==> config.mk <==
export PLATFORM = sky130hd
export DESIGN_NAME = instr_fetch
export DESIGN_NICKNAME = d
export VERILOG_FILES = /design/src/rtl/instr_fetch.sv
export SDC_FILE = /design/constraint.sdc
export NUM_CORES = 1
export LEC_CHECK = 0
export ABC_AREA = 1
export CORE_UTILIZATION = 50
export CTS_CLUSTER_DIAMETER = 100
export DETAILED_ROUTE_END_ITERATION = 8
export PLACE_DENSITY = 0.79
export SLEW_MARGIN = 20
export SYNTH_ARGS = -nofsm -noshare
export SYNTH_HDL_FRONTEND = slang
export SYNTH_SLANG_ARGS = --single-unit
export TNS_END_PERCENT = 30
==> constraint.sdc <==
create_clock -name clk -period 7.35 [get_ports clk]
set_input_delay 1.47 -clock clk [delete_from_list [all_inputs] [get_ports clk]]
set_output_delay 1.47 -clock clk [all_outputs]
set_load 0.05 [all_outputs]
==> src/rtl/instr_fetch.sv <==
// Instruction fetch stage: issues in-order imem reads for the current PC,
// buffers returned {pc, data} pairs for decode and squashes wrong-path work
// on a redirect.

package instr_fetch_pkg;
  localparam int unsigned XLEN = 16;

  typedef struct packed {
    logic [XLEN-1:0] pc;
    logic [XLEN-1:0] data;
  } ir_entry_t;
endpackage

module instr_fetch
  import instr_fetch_pkg::*;
#(
  parameter int unsigned DEPTH = 4
) (
  input  logic            clk,
  input  logic            rst,
  input  logic [XLEN-1:0] pc_in,
  input  logic            redirect,
  output logic [XLEN-1:0] pc_nxt,
  output logic            imem_req,
  output logic [XLEN-1:0] imem_addr,
  input  logic            imem_gnt,
  input  logic            imem_rvalid,
  input  logic [XLEN-1:0] imem_rdata,
  output logic            ir_valid,
  output logic [XLEN-1:0] ir_data,
  output logic [XLEN-1:0] ir_pc,
  input  logic            ir_ready
);

  localparam int unsigned PTR_W = $clog2(DEPTH);
  localparam int unsigned CNT_W = $clog2(DEPTH + 1);
  localparam int unsigned SUM_W = CNT_W + 1;

  // Outstanding/drop bookkeeping and both FIFO pointer sets
  logic [CNT_W-1:0] outst_q, outst_d;
  logic [CNT_W-1:0] drop_q, drop_d;
  logic [CNT_W-1:0] count_q, count_d;
  logic [PTR_W-1:0] a_wr_q, a_wr_d, a_rd_q, a_rd_d;
  logic [PTR_W-1:0] i_wr_q, i_wr_d, i_rd_q, i_rd_d;
  ir_entry_t        head_q, head_d;

  logic [XLEN-1:0]  addr_mem [DEPTH];
  ir_entry_t        ir_mem   [DEPTH];

  logic             credit_ok;
  logic             fire;
  logic             resp;
  logic             ir_push;
  logic             ir_pop;
  ir_entry_t        push_entry;

  // Issue, PC feedback, response routing and next-state computation
  always_comb begin
    credit_ok  = (SUM_W'(outst_q) + SUM_W'(count_q)) < SUM_W'(DEPTH);
    imem_req   = rst && !redirect && credit_ok;
    imem_addr  = pc_in;
    fire       = imem_req && imem_gnt;
    pc_nxt     = !rst ? '0 : (fire ? pc_in + XLEN'(1) : pc_in);

    // A response with nothing outstanding is a protocol error; ignore it
    resp       = imem_rvalid && (outst_q != '0);
    ir_push    = resp && (drop_q == '0) && !redirect;
    ir_pop     = (count_q != '0) && ir_ready && !redirect;
    push_entry = '{pc: addr_mem[a_rd_q], data: imem_rdata};

    a_wr_d  = fire ? a_wr_q + PTR_W'(1) : a_wr_q;
    a_rd_d  = resp ? a_rd_q + PTR_W'(1) : a_rd_q;
    outst_d = outst_q + CNT_W'(fire) - CNT_W'(resp);

    drop_d = drop_q;
    if (redirect) begin
      drop_d = outst_q - CNT_W'(resp);
    end else if (resp && (drop_q != '0)) begin
      drop_d = drop_q - CNT_W'(1);
    end

    i_wr_d  = ir_push ? i_wr_q + PTR_W'(1) : i_wr_q;
    i_rd_d  = ir_pop  ? i_rd_q + PTR_W'(1) : i_rd_q;
    count_d = count_q + CNT_W'(ir_push) - CNT_W'(ir_pop);
    if (redirect) begin
      i_rd_d  = i_wr_q;
      i_wr_d  = i_wr_q;
      count_d = '0;
    end

    // Head register holds its last value whenever the buffer goes empty
    head_d = head_q;
    if (!redirect && (count_d != '0)) begin
      head_d = (ir_push && (i_wr_q == i_rd_d)) ? push_entry : ir_mem[i_rd_d];
    end
  end

  // Control state with synchronous active-low reset
  always_ff @(posedge clk) begin
    if (!rst) begin
      outst_q <= '0;
      drop_q  <= '0;
      count_q <= '0;
      a_wr_q  <= '0;
      a_rd_q  <= '0;
      i_wr_q  <= '0;
      i_rd_q  <= '0;
      head_q  <= '0;
    end else begin
      outst_q <= outst_d;
      drop_q  <= drop_d;
      count_q <= count_d;
      a_wr_q  <= a_wr_d;
      a_rd_q  <= a_rd_d;
      i_wr_q  <= i_wr_d;
      i_rd_q  <= i_rd_d;
      head_q  <= head_d;
    end
  end

  // FIFO storage; validity is tracked by the pointers, so no reset needed
  always_ff @(posedge clk) begin
    if (rst && fire) begin
      addr_mem[a_wr_q] <= pc_in;
    end
    if (rst && ir_push) begin
      ir_mem[i_wr_q] <= push_entry;
    end
  end

  assign ir_valid = (count_q != '0);
  assign ir_data  = head_q.data;
  assign ir_pc    = head_q.pc;

endmodule

==> impl_metrics.json, run 1 <==
{
  "cpPeakStageDelay_ns": 0.84,
  "netlist.area_leader.share": 0.534,
  "fin_nets": 1178,
  "cts_tree": "yes",
  "max_freq_ghz": 0.173,
  "grt_antenna_before_repair": 0,
  "drtPass1Iterations": 5,
  "synth-simple-area-share": 0.184,
  "cts_hold_buf": 0,
  "critPathSlowestCell": "clkdlybuf4s50_1",
  "rrSetupSlack_ns": 4.02,
  "irDropWorstVdd_v": 0.000141,
  "holdPathStages": 2,
  "internal_power_mw": 2.68,
  "timing.rr.end": "ir_pc[1]",
  "crit_path_cell_trace": "clkdlybuf4s50_1 > inv_4 > nand2_4 > nor3_4 > nand2_4 > inv_2 > nand3_1 > inv_1 > nand2_1 > a221oi_2 > clkdlybuf4s50_1",
  "rows": 53,
  "max_slew_margin": 0.345,
  "synth-edff-count": 192,
  "whs_endpoint": "ir_pc[2]",
  "start_util": 0.512,
  "worstPathRequired_ns": 5.88,
  "rsz0062_at_grt": "false",
  "numClockSinks": 243,
  "clockBufferDepth": 3,
  "netlist_area_sq_mm": 0.0108,
  "synth_area_per_cell_sq_um": 10.3,
  "vias": 7672,
  "synth_largest_area_cell": "edfxtp_1",
  "status": "finished, final reports clean",
  "dieArea_sq_mm": 0.0222,
  "cp.arrival_ns": 4.30,
  "leakage_nw": 5.06,
  "ios": 104,
  "powerDensity_mw_per_mm2": 299,
  "whs_ns": 0.473,
  "wire_per_inst_um": 16.5,
  "cp_top_family": "buffers and inverters",
  "yosysWarnings": 0,
  "seq_area_frac_synth": 0.628,
  "drv_cap": 0,
  "path_clk_slew_ns": 0.06,
  "async_flop_share": 0,
  "die_h_um": 149,
  "cts-root-buf": "clkbuf_16",
  "core_sq_mm": 0.0211,
  "ys_seq_elements": 243,
  "min_from": "ir_pc[2]",
  "dp_hpwl_mm": 13.3,
  "tightest_slew_ns": 0.981,
  "overflow": 0,
  "path_class": "in -> out",
  "synth_fa_ha_area_frac": 0.0257,
  "r2r_cells": 16,
  "setup-violations-final": 0,
  "path_buf_inv": 5,
  "cts_resized": 0,
  "combPwrFrac": 0.211,
  "end_kind": "primary output",
  "seqPwrFrac": 0.431,
  "htree_levels": 1,
  "dieWidth_um": 149,
  "finalMaxSlewViolations": 0,
  "hold_viol_final": 0,
  "syn_nets": 1103,
  "num_antenna_cells": 0,
  "drive_above_1_share": 0.0826,
  "synthCells": 1044,
  "io_buffers": 103,
  "final.min_clock_period_ns": 5.77,
  "synth_mux_area_frac": 0,
  "p_clk_frac": 0.358,
  "postLayoutCoreUtil": 0.606,
  "place.gp.congestion": 0.872,
  "insertion_delay_ns": 0.52,
  "setup_tns_ns": 0,
  "critPathMaxFanout": 18,
  "drt_iter0_drc": 453,
  "drcViolationCount": 0,
  "ant_nets": 0,
  "swShare": 0.296,
  "vias_per_cell": 5.43,
  "grt_start_max_net_pins": 66,
  "r2r-start": "drop_q[0]",
  "grt_use_total": 0.215,
  "post-place-ws_ns": 1.59,
  "hold_path.class": "reg -> reg",
  "numCtsBuffers": 25,
  "p_switching_mw": 1.13,
  "grt_pass1_wl_mm": 37.3,
  "synthXorXnorAreaFrac": 0.00567,
  "skew_ns": 0.0162,
  "syn2layout_area_growth_pct": 18.3,
  "synth-compound-area-share": 0.0775,
  "synth_top_family_by_area": "simple AND/OR/NAND/NOR gates",
  "fin_ws_ns": 1.58,
  "grt_pass1_vias": 7530,
  "fin_crit_sh": 0.785,
  "ys_types": 40,
  "ys.flop_type": "edfxtp_1",
  "synthTopCellsByArea": "edfxtp_1, dfxtp_1, nand2_1",
  "post-cts-setup-buffers": 0,
  "critPathLaunchType": "input port",
  "totalWireLength_mm": 23.3
}
==> cells by family after synthesis <==
kind of cell / count (synthesis)
compound gates: 159
buf+inv: 185
simple gates: 429
xor+xnor: 7
flops: 243
fa+ha+maj: 21
==> worst max path at each step <==
stage | from | depth (start not counted) | slack [ns] | end
after global routing | pc_in[3] | 11 | 1.36 | pc_nxt[14]
after global placement | redirect | 11 | 1.64 | pc_nxt[4]
final | redirect | 11 | 1.58 | pc_nxt[4]
after floorplan | redirect | 7 | 2.23 | pc_nxt[5]
after CTS | redirect | 11 | 1.57 | pc_nxt[4]
after detailed placement | redirect | 11 | 1.59 | pc_nxt[4]
==> state kept, by name, summed over array words and instances (netlist names), named ones only <==
register	flops
i_rd_q	2
drop_q	3
a_rd_q	2
ir_data	16
outst_q	3
count_q	3
addr_mem	64
ir_mem	128
a_wr_q	2
i_wr_q	2
ir_pc	16
==> per-layer routing <==
metal  part of all wire  GRT usage  routed length [um]
met1               0.42      0.276                9670
met2               0.49      0.364               11300
met3              0.079     0.0379                1840
met4              0.020     0.0786                 468
met5                  0          0                   0
==> placed cells by master (no fill, tap or decap), drive strengths merged, types with 6 or more instances in the layout <==
cell type,count
o21ai,93
nand3,122
inv,121
a21oi,46
edfxtp,192
clkinv,6
ha,19
o22ai,16
nand2,223
clkdlybuf4s50,102
nor4,6
nor3,11
buf,10
clkbuf,31
dfxtp,51
nor2,59
==> tightest hold or removal path, stage by stage (launching register included) <==
cell and delay (ns):
dfxtp_1 0.31, nand2_1 0.06, a21oi_1 0.05
==> Yosys cell counts, drive strengths merged (2+ instances only) <==
library cell / instances
nand4: 3
a21oi: 46
dfxtp: 51
nor2: 59
clkbuf: 24
nor4: 6
fa: 2
xor2: 4
buf: 40
nand3b: 5
ha: 19
inv: 120
nand2: 223
xnor2: 3
o21ai: 93
edfxtp: 192
nand3: 122
nor3: 11
o22ai: 16
==> through the flow <==
stage	total power, mW	instances	instance area, sq um
final	3.81	1413	12800
after global routing	3.98	1413	12800
after CTS	3.83	1413	12800
after detailed placement	2.47	1367	11900
after global placement	2.44	1367	11900
after floorplan	2.24	1044	10800
==> power groups by stage <==
stage	Sequential (mW)	Combinational [mW]	Clock, mW
floorplan	1.77	0.466	0
global placement	1.67	0.775	0
detailed placement	1.67	0.797	0
CTS	1.64	0.804	1.38
global route	1.65	0.887	1.44
finish	1.64	0.805	1.36
==> cell type report <==
class | count | area, sq um
fill | 1663 | 8310
tap | 275 | 344
multi-input combinational | 616 | 3190
clock inverter | 15 | 214
inverter | 121 | 462
timing repair buffer | 112 | 1090
clock buffer | 31 | 689
sequential | 243 | 6790
Note: power is estimated with default switching activity, not from simulation.
==> run 2: changes to the inputs <==
- clock period: 7.35 -> 5.9 ns (I/O delays scaled with it)
==> run 2 against run 1 <==
Clock-buffer cell count shrank 1. Setup slack got worse by 0.91 ns. Combinational power increased by 24%. Critical endpoint unchanged. Register-to-register slack got worse by 1.5 ns. Clock power rose by 25%. Critical path depth unchanged. Sequential share of layout area about the same. Core utilization is essentially flat. Final cell count up 0.14%. Hold slack better by 0.0034 ns. Critical path type unchanged. Die area did not move. Largest power group unchanged.
==> impl_metrics.json, run 2 (same netlist as run 1, synthesis figures left out) <==
{
  "grtUsageMet3": 0.0352,
  "grt_use_total": 0.216,
  "ant_nets": 0,
  "holdPathStages": 1,
  "core_sq_mm": 0.0211,
  "post-cts-setup-buffers": 0,
  "ios": 104,
  "cpPeakStageDelay_ns": 0.84,
  "final_common_cell": "nand2_1",
  "cts_resized": 0,
  "drt_iter0_drc": 520,
  "dieWidth_um": 149,
  "place.gp.congestion": 0.842,
  "grt_start_max_net_pins": 56,
  "finalMaxSlewViolations": 0,
  "placedCellCount": 1369,
  "path_buf_inv": 5,
  "cts_tree": "yes",
  "drtPass1Iterations": 5,
  "fin_nets": 1180,
  "die_h_um": 149,
  "use_met2": 0.367,
  "max_freq_ghz": 0.191,
  "wire_per_inst_um": 16.5,
  "powerDensity_mw_per_mm2": 372,
  "largest_reg_flops": 128,
  "hold_path.class": "reg -> reg",
  "fillers": 1650,
  "critPathLaunchType": "input port",
  "skew_ns": 0.0254,
  "r2r_cells": 16,
  "drive_above_1_share": 0.0816,
  "end_kind": "primary output",
  "num_antenna_cells": 0,
  "path_class": "in -> out",
  "cts_hold_buf": 0,
  "hold_viol_final": 0,
  "met1_usage": 0.282,
  "tightest_slew_ns": 1.02,
  "totalWireLength_mm": 23.3,
  "insertion_delay_ns": 0.53,
  "grt_antenna_before_repair": 0,
  "drcViolationCount": 0,
  "total_power_mw": 4.75,
  "worstPathRequired_ns": 4.72,
  "cts-root-buf": "clkbuf_16",
  "irDropWorstVdd_v": 0.000231,
  "numCtsBuffers": 25,
  "vias": 7621,
  "htree_levels": 1,
  "leakage_nw": 5.08,
  "cp.depth": 11,
  "final_cell_mix": "nand2_1, edfxtp_1, inv_1",
  "rows": 53,
  "syn2layout_area_growth_pct": 18.3,
  "path_clk_slew_ns": 0.06,
  "cp.arrival_ns": 4.05,
  "instances_no_fill": 1415,
  "dp_hpwl_mm": 13.7,
  "vias_per_cell": 5.39,
  "clockBufferDepth": 3,
  "setup_tns_ns": 0,
  "drv_cap": 0,
  "largestRegisters": "ir_mem x128, addr_mem x64",
  "rsz0062_at_grt": "false",
  "regMostFlops": "ir_mem",
  "overflow": 0,
  "grt_pass1_vias": 7436,
  "fin_crit_sh": 0.886,
  "dieArea_sq_mm": 0.0222,
  "critPathSlowestCell": "clkdlybuf4s50_1",
  "start_util": 0.512,
  "grt_pass1_wl_mm": 37.6,
  "setup-violations-final": 0,
  "io_buffers": 103,
  "critPathMaxFanout": 18,
  "cp_top_family": "buffers and inverters",
  "final.min_clock_period_ns": 5.23,
  "max_slew_margin": 0.319,
  "grt-busiest-layer": "met2",
  "numClockSinks": 243,
  "status": "finished, final reports clean",
  "crit_path_cell_trace": "clkdlybuf4s50_1 > inv_4 > nand2_4 > nor3_4 > nand2_4 > inv_2 > nand3_1 > inv_1 > nand2_1 > a221oi_2 > clkdlybuf4s50_1"
}
[run 2: changes by cell type in the layout (fill, tap and decap cells not counted)]
cell,previous run,this run
clkbuf_16,26,25
clkinv_1,1,4
clkinv_2,5,6
bufinv_16,5,6
nand2_2,4,5
clkinvlp_4,4,0
buf_4,9,11
nand2_4,5,4
[run 2: worst register-to-register path: stages (launching register included)]
cell and delay, ns:
dfxtp_1 0.31, inv_1 0.10, ha_1 0.15, inv_1 0.06, nor4_1 0.24, inv_1 0.14
ha_1 0.31, inv_1 0.06, ha_1 0.13, inv_1 0.05, fa_1 0.38, o21ai_0 0.24
a21o_1 0.15, nand2_2 0.36, buf_4 0.37, o21ai_0 0.20, a21oi_1 0.06
[run 2: layout make-up]
type	count	area (sq um)	area share
sequential	243	6790	0.531
multi-input combinational	616	3180	0.249
timing repair buffer	114	1110	0.0868
clock buffer	30	664	0.0520
inverter	121	462	0.0361
tap	275	344	0.0269
clock inverter	16	230	0.0180
[run 2: metal layers]
layer,up-vias,share of wire
met4,0,0.023
met5,-,0
met2,303,0.48
met3,42,0.071
li1,3689,-
met1,3587,0.43
[run 2: path summary, 6_finish.rpt]
check	start	endpoint	slack (ns)
worst min-delay path	a_rd_q[0]	flip-flop	0.48
worst max register to register	drop_q[0]	ir_data[3]	2.47
worst max-delay path	redirect	pc_nxt[4]	0.67
worst min register to register	a_rd_q[0]	flip-flop	0.48
[run 2: where the power goes]
part           switching [mW]  total, mW  internal (mW)
Sequential             0.0558       2.05           1.99
Clock                   0.638       1.70           1.06
Combinational           0.701       1.00          0.301
Total                    1.39       4.75           3.36
[run 2: stage by stage]
| step | hold slack [ns] | utilization | setup slack (ns) | instance area [sq um] |
|---|---|---|---|---|
| 6_report | 0.477 | 0.606 | 0.671 | 12800 |
| 5_1_grt | 0.504 | 0.606 | 0.483 | 12800 |
| 4_1_cts | 0.476 | 0.606 | 0.679 | 12800 |
| 3_5_place_dp | 0.462 | 0.563 | 0.703 | 11900 |
| 3_3_place_gp | 0.452 | 0.563 | 0.778 | 11900 |
| 2_1_floorplan | 0.436 | - | 1.36 | 10800 |
==> run 3: changes to the inputs <==
- CORE_UTILIZATION: 50 -> 57
- PLACE_DENSITY: 0.79 -> 0.88
==> run 3 against run 2 <==
Via count rose by 1.1%. Total power decreased by 0.68%. Global-route usage rose by 3.3 points. Clock skew is essentially flat. Sequential share of layout area is 0.30 points higher. Largest cell class unchanged. Core utilization is 9.0 points higher. Sequential power is essentially flat. Clock-buffer cell count did not move. Clock power barely moved. Wire length grew 0.51%. Critical path depth is the same. Final area fell by 0.56%.
==> impl_metrics.json, run 3 (same netlist as run 1, synthesis figures left out) <==
{
  "status": "finished, final reports clean",
  "hold_viol_final": 0,
  "tightest_slew_ns": 0.935,
  "fin_nets": 1180,
  "die_h_um": 140,
  "cts_tree": "yes",
  "setup-violations-final": 0,
  "total_power_mw": 4.72,
  "hold_path.class": "reg -> reg",
  "powerDensity_mw_per_mm2": 372,
  "final_cell_mix": "nand2_1, edfxtp_1, inv_1",
  "holdPathStages": 2,
  "num_antenna_cells": 0,
  "drive_above_1_share": 0.0798,
  "critPathLaunchType": "input port",
  "rows": 49,
  "max_freq_ghz": 0.189,
  "io_buffers": 103,
  "path_class": "in -> out",
  "start_util": 0.591,
  "grt_pass1_wl_mm": 38.2,
  "dieWidth_um": 140,
  "dp_hpwl_mm": 13.8,
  "worstPathRequired_ns": 4.72,
  "placed_cell_area_sq_mm": 0.0118,
  "cp.arrival_ns": 4.10,
  "vias": 7708,
  "placedCellCount": 1323,
  "vias_per_cell": 5.63,
  "grt_use_total": 0.249,
  "post-cts-setup-buffers": 0,
  "htree_levels": 1,
  "numClockSinks": 243,
  "rrSetupSlack_ns": 2.65,
  "r2r_cells": 17,
  "insertion_delay_ns": 0.54,
  "finalMaxSlewViolations": 0,
  "syn2layout_area_growth_pct": 17.6,
  "final_area_sq_mm": 0.0127,
  "numCtsBuffers": 25,
  "overflow": 0,
  "skew_ns": 0.0252,
  "totalWireLength_mm": 23.5,
  "rsz0062_at_grt": "false",
  "final.min_clock_period_ns": 5.28,
  "drcViolationCount": 0,
  "largest_reg_flops": 128,
  "whs_endpoint": "ir_pc[4]",
  "setup_tns_ns": 0,
  "instances_no_fill": 1369,
  "post-place-ws_ns": 0.677,
  "irDropWorstVdd_v": 0.000239,
  "fin_crit_sh": 0.895,
  "min_from": "ir_pc[4]",
  "core_sq_mm": 0.0183,
  "grt_pass1_vias": 7789,
  "path_clk_slew_ns": 0.06,
  "fin_ws_ns": 0.621,
  "largestRegisters": "ir_mem x128, addr_mem x64",
  "r2r-start": "drop_q[0]",
  "grt_antenna_before_repair": 0,
  "regMostFlops": "ir_mem",
  "leakage_nw": 5.07,
  "end_kind": "primary output",
  "cts_hold_buf": 0,
  "drt_iter0_drc": 660,
  "cts_resized": 0,
  "whs_ns": 0.465,
  "final_common_cell": "nand2_1",
  "postLayoutCoreUtil": 0.695,
  "ant_nets": 0,
  "ios": 104,
  "cts-root-buf": "clkbuf_16",
  "dieArea_sq_mm": 0.0195,
  "place.gp.congestion": 0.796,
  "critPathMaxFanout": 18,
  "grt_start_max_net_pins": 61,
  "drv_cap": 0,
  "clockBufferDepth": 3,
  "wire_per_inst_um": 17.1,
  "drtPass1Iterations": 6,
  "max_slew_margin": 0.376,
  "timing.rr.end": "ir_pc[15]"
}
## run 3: final cells by class
cell class / count / area [sq um]
Inverter: 121 / 462
Clock buffer: 30 / 674
Tap cell: 229 / 287
Fill cell: 1284 / 5560
Timing Repair Buffer: 114 / 1110
Sequential cell: 243 / 6790
Clock inverter: 16 / 206
Multi-Input combinational cell: 616 / 3180
## run 3: power breakdown
group	leakage [nW]	switching [mW]	internal (mW)
logic	2.49	0.703	0.300
registers	2.14	0.0546	1.99
clock network	0.433	0.638	1.03
## run 3: metal layers
layer  part of all wire  up-vias  track usage
li1                   -     3683            -
met1               0.38     3607        0.306
met2               0.51      368        0.445
met3              0.081       50       0.0372
met4              0.023        0       0.0908
met5                  0        -            0
## run 3: how the worst max path moves through the flow
stage / from / endpoint / slack (ns) / cells after the start
2_1_floorplan: redirect / pc_nxt[5] / 1.36 / 7
3_3_place_gp: redirect / pc_nxt[4] / 0.79 / 11
6_report: redirect / pc_nxt[4] / 0.62 / 11
5_1_grt: redirect / pc_nxt[4] / 0.44 / 11
3_5_place_dp: redirect / pc_nxt[4] / 0.68 / 11
4_1_cts: redirect / pc_nxt[4] / 0.67 / 11
## run 3: worst max-delay path: stages
cell and delay, ns:
clkdlybuf4s50_1 0.56, inv_4 0.25, nand2_4 0.09, nor3_4 0.23
nand2_4 0.18, inv_2 0.17, nand3_1 0.12, inv_1 0.14
nand2_1 0.09, a221oi_2 0.23, clkdlybuf4s50_1 0.85
